## src/rtl/sort_master_fsm_if.sv

```systemverilog
// Control bundle between the sort controller and its 4x4-bit register-array datapath.
// master = controller side, slave = datapath / stimulus side.
interface sort_master_fsm_if;
  logic       START;
  logic [2:0] LT;
  logic [5:0] SEL;
  logic [3:0] LD;
  logic       BUSY;
  logic       DONE;
  logic [2:0] PASSES;

  modport master (
    input  START, LT,
    output SEL, LD, BUSY, DONE, PASSES
  );

  modport slave (
    output START, LT,
    input  SEL, LD, BUSY, DONE, PASSES
  );
endinterface

```

## src/rtl/sort_master_fsm.sv

```systemverilog
// Bubble-sort controller for a 4-entry, 4-bit register array: load from SW, then one adjacent pair per clock.
// Result is descending (arr[0] largest); SEL/LD are Mealy on LT during the pass states.
module sort_master_fsm (
  input  logic              CLK,
  input  logic              CLR,
  sort_master_fsm_if.master bus
);

  typedef enum logic [2:0] {IDLE, LOAD, P0, P1, P2, DONE} state_t;

  state_t     state;
  logic       swapped;
  logic [2:0] pass_cnt;
  logic       busy_q;
  logic       done_q;
  logic [5:0] sel_c;
  logic [3:0] ld_c;
  logic       swap_now;

  // Mux selects and loads follow the current pair's less-than flag in the same cycle.
  always_comb begin
    sel_c    = 6'b000000;
    ld_c     = 4'b0000;
    swap_now = 1'b0;
    unique case (state)
      LOAD: ld_c = 4'b1111;
      P0: if (bus.LT[0]) begin
        swap_now = 1'b1;
        sel_c    = 6'b000011;
        ld_c     = 4'b0011;
      end
      P1: if (bus.LT[1]) begin
        swap_now = 1'b1;
        sel_c    = 6'b010100;
        ld_c     = 4'b0110;
      end
      P2: if (bus.LT[2]) begin
        swap_now = 1'b1;
        sel_c    = 6'b101000;
        ld_c     = 4'b1100;
      end
      default: ;
    endcase
  end

  always_ff @(posedge CLK or posedge CLR) begin
    if (CLR) begin
      state    <= IDLE;
      swapped  <= 1'b0;
      pass_cnt <= 3'd0;
      busy_q   <= 1'b0;
      done_q   <= 1'b0;
    end else begin
      unique case (state)
        IDLE: if (bus.START) begin
          state    <= LOAD;
          swapped  <= 1'b0;
          pass_cnt <= 3'd0;
          busy_q   <= 1'b1;
        end
        LOAD: state <= P0;
        P0: begin
          state <= P1;
          if (swap_now) swapped <= 1'b1;
        end
        P1: begin
          state <= P2;
          if (swap_now) swapped <= 1'b1;
        end
        P2: begin
          pass_cnt <= pass_cnt + 3'd1;
          // A swap in P2 itself still counts towards this pass needing a follow-up.
          if (!(swapped || swap_now) || pass_cnt == 3'd3) begin
            state  <= DONE;
            busy_q <= 1'b0;
            done_q <= 1'b1;
          end else begin
            state   <= P0;
            swapped <= 1'b0;
          end
        end
        DONE: if (!bus.START) begin
          state  <= IDLE;
          done_q <= 1'b0;
        end
        default: begin
          state  <= IDLE;
          busy_q <= 1'b0;
          done_q <= 1'b0;
        end
      endcase
    end
  end

  assign bus.SEL    = sel_c;
  assign bus.LD     = ld_c;
  assign bus.BUSY   = busy_q;
  assign bus.DONE   = done_q;
  assign bus.PASSES = pass_cnt;

endmodule

```

## src/flat_wrapper.sv

```systemverilog
// flat-port wrapper written by rule: the top's interface ports become plain ports
module sort_master_fsm_flat 
  (CLK, CLR, bus_START, bus_LT, bus_SEL, bus_LD, bus_BUSY, bus_DONE, bus_PASSES);
  sort_master_fsm_if bus_i ();
  input  logic CLK;
  input  logic CLR;
  input wire logic [$bits(bus_i.START)-1:0] bus_START;
  input wire logic [$bits(bus_i.LT)-1:0] bus_LT;
  output wire logic [$bits(bus_i.SEL)-1:0] bus_SEL;
  output wire logic [$bits(bus_i.LD)-1:0] bus_LD;
  output wire logic [$bits(bus_i.BUSY)-1:0] bus_BUSY;
  output wire logic [$bits(bus_i.DONE)-1:0] bus_DONE;
  output wire logic [$bits(bus_i.PASSES)-1:0] bus_PASSES;
  assign bus_i.START = bus_START;
  assign bus_i.LT = bus_LT;
  assign bus_SEL = bus_i.SEL;
  assign bus_LD = bus_i.LD;
  assign bus_BUSY = bus_i.BUSY;
  assign bus_DONE = bus_i.DONE;
  assign bus_PASSES = bus_i.PASSES;
  sort_master_fsm u_core (.CLK(CLK), .CLR(CLR), .bus(bus_i));
endmodule
```

## config.mk

```make
export PLATFORM = sky130hd
export DESIGN_NAME = sort_master_fsm_flat
export DESIGN_NICKNAME = d
export VERILOG_FILES = /design/src/rtl/sort_master_fsm_if.sv /design/src/rtl/sort_master_fsm.sv /design/src/flat_wrapper.sv
export SDC_FILE = /design/constraint.sdc
export NUM_CORES = 1
export LEC_CHECK = 0
export ABC_AREA = 1
export CORE_UTILIZATION = 42
export CTS_CLUSTER_DIAMETER = 120
export CTS_CLUSTER_SIZE = 10
export DETAILED_ROUTE_END_ITERATION = 8
export HOLD_SLACK_MARGIN = 0.02
export PLACE_DENSITY_LB_ADDON = 0.2
export REMOVE_ABC_BUFFERS = 1
export SLEW_MARGIN = 0
export SYNTH_ARGS = -nofsm -noshare
export SYNTH_HDL_FRONTEND = slang
export SYNTH_SLANG_ARGS = --single-unit
```

## constraint.sdc

```tcl
create_clock -name CLK -period 1.56 [get_ports CLK]
set_clock_uncertainty 0.05 [all_clocks]
set_input_delay 0.156 -clock CLK [delete_from_list [all_inputs] [get_ports CLK]]
set_output_delay 0.156 -clock CLK [all_outputs]
set_load 0.02 [all_outputs]
```

==> run metrics, run 1 <==
status finished, final reports clean; synth cell count leaders nand2_1 (22), inv_1 (14), dfrtp_1 (9), nand3_1 (7), o21ai_0 (4); Synth Register Bits 9; Leak 0.5105 nW; RSZ-0062 raised after global routing true; Clock Pin Slew Worst Setup and Hold Paths 70 ps; Switching Fraction 0.4601; netlist area before placement ~570 um^2; FMAX 648.5 MHz; largest net degree at the start of global routing 10; fin nets approximately 120; vias in the first global route 598; Final setup viols 0; hold_buf cts 0; Avg WL per Cell 13.33 um; commonest register cell after synthesis dfrtp_1; ANT nets after route 0; later-pin clock latency in the skew report roughly 270 ps; via count between 600 and 700; H-Tree Depth 1; synth unique cells 18; share of the synthesized area in the top cell type 0.3956; EDFF count, synth 0; row cnt 12; CP arrival roughly 1300 ps; final hold vios 0; Net Switching between 0.8 and 0.9 mW; worst path bufs/invs 2; GRT overflow 0; Worst Hold Class in -> async; CP startpoint kind flop; worst setup path class reg -> out; Slew Limit Fails 0; cell taking the most area after synthesis dfrtp_1; initial antenna violation count 0; first-pass GRT wire length between 2000 and 3000 um; die width 38.82 um; Synth warnings 0; Worst Setup End Kind output pin; max_slew headroom 0.7494; met2 WL 872 um; RD Place Congestion between 0.8 and 0.9; Die H between 30 and 40 um; Comb pwr share 0.668; fillers 92; post-layout min period about 1500 ps; most frequent cell after synthesis nand2_1; sequential cell area fraction in the yosys report 0.3956; Syn Inst Count 75; IO Count 21; top cells by area, synth dfrtp_1 (40%), nand2_1 (15%), inv_1 (9.2%), nand3_1 (6.2%), ha_1 (4.4%); worst stage delay on the critical path 420 ps; Initial Util 0.4800; worst-case clock buffer depth 2; PnR worst setup slack around 18 ps; Worst Path Max Fanout 4; dpl hpwl 1263 um; period utilization 0.9884; CTS buffer count 3; First DRT Iteration DRCs 19; met3 WL 68 um; Internal Power between 0.9 and 1 mW; highest routed layer met4; peak supply drop approximately 1.2 mV; required time of the worst setup path approximately 1400 ps; area of the core 1186 um^2; Clock Power Share 0.100; die area ~1500 um^2; critical path cell sequence nor2_2 -> nand3_1 -> inv_1 -> clkdlybuf4s15_2; Post-synth ARST share 1.000; Inserted Diodes 0; Port-buffer cells 20; sequential power share 0.232; critical path's top delay family flip-flops; Post-Route WL 1653 um; Pre-Repair DR Iteration Count 4; placed cell area 869.6 um^2; wl on met1 691 um; design area between 900 and 1000 um^2; Worst path slowest cell dfrtp_1; drt via density about 5.2; Syn-to-layout area delta 58.68%; GRT Util Overall 0.2509; Worst-Margin Slew 372.0 ps; maxcap violations 0; clock tree sinks 9; pwr/cell area slightly above 2000 nW/um^2; worst slack at placement -170.8 ps; DRC 0; CTS tree done; Root Driver clkbuf_4; layout cells sized above 1 0.3727; Avg Inst Size Synth approximately 7.6 um^2
[sequential cells by signal, indices dropped and copies added (netlist names)]
signal             count
u_core.bus.DONE        1
u_core.bus.PASSES      3
u_core.swapped         1
u_core.bus.BUSY        1
u_core.state           3
[area by class of cell]
cell class | count | area [um^2] | area share
multi-input combinational | 48 | 289.0 | 0.3199
timing repair buffer | 34 | 285.3 | 0.3158
sequential | 9 | 227.7 | 0.2521
inverter | 15 | 56.30 | 0.06233
clock buffer | 3 | 22.52 | 0.02493
tap | 14 | 17.52 | 0.01939
clock inverter | 1 | 5.005 | 0.005540
[cell usage in the layout, fill, tap and decap left out, types with 3 or more instances in the layout]
master,n
clkdlybuf4s50_1,10
clkbuf_4,3
buf_2,4
o21ai_0,4
nand3_1,7
inv_1,13
nand2_1,21
dfrtp_1,7
buf_4,16
[metal layers]
layer	GRT usage	vias up
met4	0.08621	0
met1	0.3080	311
li1	-	309
met2	0.4333	19
met3	0.04624	2
met5	0	-
[kinds of logic (layout without fill, tap and decap cells)]
logic type | Yosys count | in the layout | share of synthesized area
buffers and inverters | 18 | 53 | 0.1385
AOI/OAI and AO/OA | 6 | 6 | 0.06375
adders and majority gates | 2 | 2 | 0.04395
DFF | 9 | 9 | 0.3956
and+or+nand+nor | 40 | 40 | 0.3582
[final timing paths]
path                                 startpoint                    to  slack [ps]  cells past startpoint
max in group asynchronous                   CLR       u_core.state[2]        1080                      2
worst max-delay path            u_core.state[1]            bus_SEL[3]          20                      4
worst min-delay path                        CLR  u_core.bus.PASSES[0]          90                      2
worst min register to register  u_core.bus.BUSY       u_core.bus.BUSY         420                      2
worst max register to register  u_core.state[1]       u_core.state[0]         110                     11
min in group CLK                u_core.bus.BUSY       u_core.bus.BUSY         420                      2
[power by group through the flow]
| stage | logic [mW] | registers, mW | clock network, mW |
|---|---|---|---|
| floorplan | 0.547 | 0.467 | 0 |
| global route | 1.33 | 0.436 | 0.196 |
| finish | 1.23 | 0.427 | 0.184 |
| CTS | 1.14 | 0.415 | 0.187 |
| detailed placement | 1.20 | 0.419 | 0 |
| global placement | 1.17 | 0.413 | 0 |
[metrics by stage]
step | setup TNS, ps | std cells | utilization | hold WS [ps] | total power [mW]
3_3_place_gp | -933.6 | 120 | 0.7331 | 380.2 | 1.583
6_report | 0 | 124 | 0.7616 | 92.65 | 1.838
4_1_cts | 0 | 124 | 0.7426 | 98.41 | 1.744
5_1_grt | -129.9 | 124 | 0.7616 | 132.0 | 1.965
2_1_floorplan | 0 | 72 | - | -66.08 | 1.014
3_5_place_dp | -1196 | 120 | 0.7331 | 387.5 | 1.623
[what timing repair did]
action                                  CTS  global route
endpoints found under the setup margin   10            13
setup buffers                             0             0
gates resized for setup                  36            15
endpoints found under the hold margin     0             0
pin swaps                                 0             0
(Power assumes the default switching activity.)
==> run 2, diff against run 1 <==
--- a/config.mk
+++ b/config.mk
@@ -6,10 +6,13 @@
 export NUM_CORES = 1
 export LEC_CHECK = 0
 export ABC_AREA = 1
-export CORE_UTILIZATION = 42
+export CAP_MARGIN = 25
+export CORE_AREA = 2 2 39 41
 export CTS_CLUSTER_DIAMETER = 120
 export CTS_CLUSTER_SIZE = 10
 export DETAILED_ROUTE_END_ITERATION = 8
+export DIE_AREA = 0 0 41 43
+export DONT_BUFFER_PORTS = 1
 export HOLD_SLACK_MARGIN = 0.02
 export PLACE_DENSITY_LB_ADDON = 0.2
 export REMOVE_ABC_BUFFERS = 1
==> run 2 against run 1 <==
  * Maximum frequency rose by 5.1%
  * Sequential share of layout area grew 7.2 points
  * Hold slack improved by 17 ps
  * Die area is 17% higher
  * Combinational power is 34% lower
  * Non-clock buffer count is 28 lower
  * Core utilization shrank 25 points
  * Sequential power increased by 11%
  * Critical path type unchanged
  * Critical endpoint is now bus_SEL[1]
  * Largest power group unchanged
==> run metrics, run 2 (synthesized netlist as in run 1, its figures left out) <==
Port-buffer cells 0 (-100%); Total Power 1.473 mW (-20%); fin nets 91 (-24%); H-Tree Depth 1 (unchanged); Inserted Diodes 0 (unchanged); first-pass GRT wire length 1994 um (-21%); Net Switching 0.7628 mW (-9.8%); row cnt 14 (+2); area of the core 1384 um^2 (+17%); FF-to-FF path depth 8 (-3); Root Driver clkbuf_4; clock tree sinks 9 (unchanged); die area 1763 um^2 (+17%); final hold vios 0 (unchanged); RD Place Congestion 0.7390 (-17%); WHS 109.9 ps (+17.21 ps); Syn-to-layout area delta 23.30%; global-route layer with the greatest usage met2; grt met2 use 0.2406 (-0.1927); First DRT Iteration DRCs 2 (-17); Internal Power 0.7101 mW (-28%); GRT overflow 0 (unchanged); CTS tree done; Post-Route WL 1201 um (-27%); CTS buffer count 3 (unchanged); met1 usage in global routing 0.2162 (-0.09175); FMAX 681.8 MHz (+5.1%); r2r endpoint u_core.state[0]; die width 41 um (+5.6%); Slew Limit Fails 0 (unchanged); ANT nets after route 0 (unchanged); layout cells sized above 1 0.3415 (-0.03126); period utilization 0.9402 (-0.04818); pwr/cell area 2098 nW/um^2 (+3.1%); later-pin clock latency in the skew report 260 ps (about the same); FF-to-FF Start u_core.state[1]; Switching Fraction 0.5179 (+0.05777); max_slew headroom 0.7336 (-0.01579); Die H 43 um (+11%); Initial Util 0.4114 (-0.06857); Comb pwr share 0.554 (-0.114); hold depth 4; met3 GRT Util 0.03665 (-0.009594); R2R setup slack 140 ps (+30 ps); CP arrival 1260 ps (-80 ps); Finished Core Util 0.5072 (-0.2544); hold path start bus_START; IO Count 21 (unchanged); placed cell count 91 (-24%); dpl hpwl 907.3 um (-28%); Worst Path Max Fanout 5 (+1); maxcap violations 0 (unchanged); WHS Endpoint u_core.state[0]; status finished, final reports clean; sequential power share 0.323 (+0.091); post-layout min period 1467 ps (-75.15 ps); Worst Setup End Kind output pin; fin cells 98 (-21%); required time of the worst setup path 1350 ps (about the same); Clock Power Share 0.122 (+0.022); Worst Hold Class in -> reg; setup_tns 0 ps (unchanged); Clock Pin Slew Worst Setup and Hold Paths 60 ps (about the same); Avg WL per Cell 12.26 um (-8.1%); Final setup viols 0 (unchanged); RSZ-0062 raised after global routing false; largest net degree at the start of global routing 10 (unchanged); worst-case clock buffer depth 2 (unchanged); CP startpoint kind flop; most common cell after layout, fill and taps aside nand2_1; vias in the first global route 469 (-22%); Worst-Margin Slew 395.5 ps (+23.43 ps); DRC 0 (unchanged); GRT Util Overall 0.1723 (-0.07864); most frequent cells in the layout nand2_1 (19), inv_1 (10), dfrtp_1 (7); Pre-Repair DR Iteration Count 4 (unchanged); via count 508 (-21%); initial antenna violation count 0 (unchanged); worst setup path class reg -> out; drt via density 5.184 (+0.28%); Leak 0.3580 nW (-30%); peak supply drop 0.6689 mV (-42%)
==> run 2: changes by cell type in the layout (fill, tap and decap cells not counted), sizes merged, moves of 2 or more <==
cell,previous run,this run
clkdlybuf4s15,2,0
dlygate4sd3,0,2
inv,15,13
clkinvlp,0,2
buf,22,4
clkdlybuf4s50,10,0
==> run 2: layout make-up <==
cell class	count	area (um^2)
fill	151	681.9
timing repair buffer	6	50.05
clock buffer	4	26.28
sequential	9	227.7
tap	16	20.02
inverter	15	68.82
multi-input combinational	48	309.0
==> run 2: worst max-delay path: stages (launching register included) <==
cell        delay (ps)
dfrtp_2            430
inv_2               70
nor2_4             170
nand3_4            140
clkinvlp_4         200
==> run 2: how the worst max path moves through the flow <==
stage	startpoint	end	slack [ps]	cells past startpoint
after floorplan	u_core.bus.PASSES[0]	u_core.state[0]	220	8
after global placement	u_core.state[0]	u_core.state[0]	160	8
after detailed placement	u_core.state[0]	u_core.state[0]	100	8
after CTS	u_core.state[0]	bus_LD[3]	-40	3
after global routing	u_core.state[1]	bus_SEL[0]	7	4
final	u_core.state[1]	bus_SEL[1]	90	4
==> run 2: metal layers <==
| metal | vias to the layer above | routed length (um) |
|---|---|---|
| met4 | 0 | 38 |
| li1 | 247 | - |
| met3 | 4 | 77 |
| met1 | 237 | 507 |
| met5 | - | 0 |
| met2 | 20 | 578 |
==> run 2: per-stage QoR <==
step / area [um^2] / worst slack, ps
final: 701.9 / 93.25
after global routing: 701.9 / 6.848
after CTS: 644.4 / -35.24
after detailed placement: 589.3 / 98.16
after global placement: 589.3 / 165.0
after floorplan: 546.8 / 224.5
==> run 2: what timing repair did <==
action	4_1_cts	5_1_grt
hold buffers	2	0
setup buffers	0	1
pin swaps	0	2
gates resized for setup	3	14
setup endpoints to repair	3	14
hold endpoints to repair	10	0
==> run 2: power groups by stage <==
stage               Clock (mW)  Combinational (mW)  Sequential [mW]
floorplan                    0               0.547            0.467
global placement             0               0.730            0.449
detailed placement           0               0.724            0.451
CTS                      0.185               0.742            0.447
global route             0.206               0.937            0.491
finish                   0.180               0.816            0.476
==> run 3, diff against run 2 <==
--- a/config.mk
+++ b/config.mk
@@ -6,7 +6,6 @@
 export NUM_CORES = 1
 export LEC_CHECK = 0
 export ABC_AREA = 1
-export CAP_MARGIN = 25
 export CORE_AREA = 2 2 39 41
 export CTS_CLUSTER_DIAMETER = 120
 export CTS_CLUSTER_SIZE = 10
==> constraint.sdc (replaced) <==
create_clock -name CLK -period 1.8 [get_ports CLK]
set_clock_uncertainty 0.05 [all_clocks]
set_input_delay 0.18 -clock CLK [delete_from_list [all_inputs] [get_ports CLK]]
set_output_delay 0.18 -clock CLK [all_outputs]
set_load 0.02 [all_outputs]
==> run 3 against run 2 <==
  * Global-route usage fell by 1.2 points
  * Die area did not move
  * Routed wire length shrank 6.4%
==> run metrics, run 3 (synthesized netlist as in run 1, its figures left out) <==
critical path's top delay family flip-flops; largest net degree at the start of global routing 10 (unchanged); Port-buffer cells 0 (unchanged); CP startpoint kind flop; First DRT Iteration DRCs 4 (+2); RSZ-0062 raised after global routing false; Final setup viols 0 (unchanged); Worst Path Max Fanout 5 (unchanged); most frequent cells in the layout nand2_1 (22), inv_1 (14), dfrtp_1 (9); fin nets 87 (-4.4%); row cnt 14 (unchanged); die area 1763 um^2 (unchanged); Worst Setup End Kind output pin; FMAX 609.9 MHz; required time of the worst setup path 1570 ps (+220 ps); fillers 156 (+3.3%); R2R setup slack 350 ps (+210 ps); dpl hpwl 870.9 um (-4.0%); ANT nets after route 0 (unchanged); Total Power 1.116 mW (-24%); layout cells sized above 1 0.1538 (-0.1876); post-layout min period around 1600 ps; CP arrival 1410 ps (+150 ps); GRT Util Overall 0.1604 (-0.01187); clock tree sinks 9 (unchanged); die width 41 um (unchanged); peak supply drop 0.7408 mV (+11%); via count 480 (-5.5%); Register Area 225.2 um^2 (-1.1%); pwr/cell area 1821 nW/um^2 (-13%); worst stage delay on the critical path 430 ps (about the same); worst-case clock buffer depth 2 (unchanged); worst path bufs/invs 1 (-1); CTS tree done; Avg WL per Cell 11.96 um (-2.4%); fin cells 94 (-4.1%); design area 613.1 um^2 (-13%); Clock Pin Slew Worst Setup and Hold Paths 60 ps (about the same); Post-Route WL 1124 um (-6.4%); Pre-Repair DR Iteration Count 3 (-1); most common cell after layout, fill and taps aside nand2_1; CTS buffer count 3 (unchanged); placed cell count 88 (-3.3%); status finished, final reports clean; H-Tree Depth 1 (unchanged); later-pin clock latency in the skew report 260 ps (about the same); final hold vios 0 (unchanged); first-pass GRT wire length 1849 um (-7.3%); max_slew headroom 0.6181 (-0.1155); Root Driver clkbuf_4; Worst path slowest cell dfrtp_1; area of the core 1384 um^2 (unchanged); critical path cell sequence nor2_2 -> nand3_1 -> inv_1; Syn-to-layout area delta 7.692%; Slew Limit Fails 0 (unchanged); DRC 0 (unchanged); worst setup path class reg -> out; placed cell area 566.8 um^2 (-3.8%); IO Count 21 (unchanged); GRT overflow 0 (unchanged); vias in the first global route 460 (-1.9%); maxcap violations 0 (unchanged); setup_tns 0 ps (unchanged); Inserted Diodes 0 (unchanged); area of the multi-input gates 265.3 um^2 (-14%); Initial Util 0.4114 (unchanged); initial antenna violation count 0 (unchanged); drt via density 5.106 (-1.5%); Worst-Margin Slew 566.9 ps (+171.4 ps); period utilization 0.9109; RD Place Congestion 0.7290 (-1.4%); Die H 43 um (unchanged); Leak 0.3562 nW (-0.51%); Worst Hold Class in -> reg
[run 3: layout make-up]
class                           count  area share
Multi-Input combinational cell     48      0.4327
Timing Repair Buffer                2     0.03265
Tap cell                           16     0.03265
Clock buffer                        4     0.04286
Inverter                           15     0.09184
Sequential cell                     9      0.3673
[run 3: worst min-delay path, cell delays in order]
cell and delay, ps:
inv_1 50, nor3_1 60, inv_1 60, nand2_1 50
[run 3: power by group]
group | switching, mW | leakage [nW] | internal (mW)
Combinational | 0.384 | 0.224 | 0.160
Sequential | 0.130 | 0.117 | 0.285
Clock | 0.0724 | 0.0150 | 0.0856
Total | 0.586 | 0.356 | 0.531
[run 3: per-stage QoR]
step	hold slack (ps)	utilization	worst slack (ps)
floorplan	-42.08	-	464.5
CTS	126.2	0.4430	142.9
global placement	16.33	0.4096	340.5
finish	129.8	0.4430	160.3
global route	151.6	0.4430	3.435
detailed placement	18.80	0.4096	353.7
[run 3: worst paths after layout]
path                                  from         endpoint  cells after the start
setup / recovery           u_core.state[0]       bus_SEL[3]                      3
hold / removal                   bus_START  u_core.state[0]                      4
setup reg to reg           u_core.state[0]  u_core.bus.BUSY                      7
hold reg to reg             u_core.swapped   u_core.swapped                      2
max in group asynchronous              CLR  u_core.state[2]                      2
min in group asynchronous              CLR  u_core.state[1]                      2
[run 3: per-layer routing]
| metal | GRT usage | up-vias | share of wire |
|---|---|---|---|
| met5 | 0 | - | 0 |
| met4 | 0.1400 | 0 | 0.030 |
| met3 | 0.03141 | 4 | 0.073 |
| met2 | 0.2375 | 19 | 0.46 |
| met1 | 0.1833 | 217 | 0.44 |
| li1 | - | 240 | - |
[run 3: repair_timing]
action                     in CTS  in global routing
setup buffers                   0                  0
hold buffers                    2                  0
setup endpoints to repair       0                  0
hold endpoints to repair       10                  0
gates resized for setup         0                  0
==> RTL edit (settings of run 3) <==
The 6 states of `state_t` get a Gray code encoding in 3 bits.
--- a/src/rtl/sort_master_fsm.sv
+++ b/src/rtl/sort_master_fsm.sv
@@ -6,7 +6,7 @@
   sort_master_fsm_if.master bus
 );
 
-  typedef enum logic [2:0] {IDLE, LOAD, P0, P1, P2, DONE} state_t;
+  typedef enum logic [2:0] {IDLE = 3'b000, LOAD = 3'b001, P0 = 3'b011, P1 = 3'b010, P2 = 3'b110, DONE = 3'b111} state_t;
 
   state_t     state;
   logic       swapped;
Check against the original RTL: no difference found for any inputs over 10 cycles, from zero or initial values; not proved beyond that.
==> RTL edit against run 3 <==
Design area up 5.7%. Wire length grew 1.5%. Setup slack improved by 0.028 ns. Synthesized area is 4.8% higher. Synthesized cell count up 2.7%. Sequential cell count is the same. Power rose by 16%. Critical path type unchanged. Critical endpoint is now bus_LD[0].
==> RTL edit: results <==
outcome:
  status: "completed"
synthesis:
  synth_common_cells: "nand2_1, inv_1, dfrtp_1, nand3_1"
  ys_seq_area_share_pct: 37.74
  synth_cell_types: 21
  ys_top_cells_by_area: "dfrtp_1, nand2_1, inv_1, ha_1, nand4_2"
critical_path:
  cp_slowest_stage_delay_ns: 0.49
  rrSetupSlack_ns: 0.41
  critical_path.endpoint: "bus_LD[0]"
  cp_top_family: "simple AND/OR/NAND/NOR gates"
  cp-startpoint: "u_core.state[2]$_DFFE_PP0P_"
  r2r-start: "u_core.bus.PASSES[0]$_DFFE_PP0P_"
  worstReg2RegEnd: "u_core.swapped$_DFFE_PP0P_"
  path_max_fanout: 7
  r2r_cells: 8
pwr:
  p_leak_nw: 0.3550
hold_path:
  worstHoldEndpoint: "u_core.bus.PASSES[0]$_DFFE_PP0P_"
  holdPathStages: 3
layout:
  final_nets: 90
  drive_gt1_share_pct: 20.99
placed_design:
  dp_hpwl_um: 883.8
  place.gp.congestion: 0.7167
global_route:
  antenna_found_initial: 0
  grt_pass1_wl_um: 1980
timing:
  worstMarginPinSlew_ns: 0.3784
  whs_ns: 0.08246
drt:
  drt_first_pass_iters: 4
  routedWlPerCell_um: 11.76
  vias: 499
-- RTL edit: final cells by class --
class	instances	area (um^2)	share of cell area (%)
flip-flops and latches	9	225.2	34.75
multi-input cells	50	292.8	45.17
clock buffers	4	26.28	4.054
inverters	15	56.30	8.687
repair buffers	3	27.53	4.247
well taps	16	20.02	3.089
-- RTL edit: logic make-up after synthesis --
family | Yosys count | share of synthesized area, %
compound gates | 10 | 10.27
fa+ha+maj | 2 | 4.192
buf+inv | 18 | 13.21
flops | 9 | 37.74
simple gates | 38 | 34.59
-- RTL edit: metrics by stage --
step	cell area (um^2)	total power, mW	std cells	worst slack, ns
6_report	648.1	1.295	97	0.1880
5_1_grt	648.1	1.433	97	0.07958
4_1_cts	648.1	1.314	97	0.1734
3_5_place_dp	601.8	1.147	91	0.4042
3_3_place_gp	601.8	1.141	91	0.4136
2_1_floorplan	574.3	1.018	74	0.3648
-- RTL edit: worst min-delay path: cells and delay by family --
kind,cells,cell delay [ns]
compound gates,2,0.11
simple gates,1,0.06
-- RTL edit: repair_timing --
item                                   in CTS  in global routing
hold buffers                                2                  0
setup endpoints to repair                   0                  0
endpoints found under the hold margin      10                  0
-- RTL edit: per-layer routing --
metal / track usage (%) / part of all wire [%] / up-vias
met3: 2.618 / 7.4 / 5
met4: 14.00 / 4.0 / 0
met2: 22.50 / 43 / 22
li1: - / - / 249
met1: 23.73 / 45 / 223
met5: 0 / 0 / -
-- RTL edit: power by group --
part           internal, mW  switching, mW
Sequential            0.297          0.172
Clock                0.0854         0.0706
Combinational         0.217          0.454
Total                 0.599          0.697
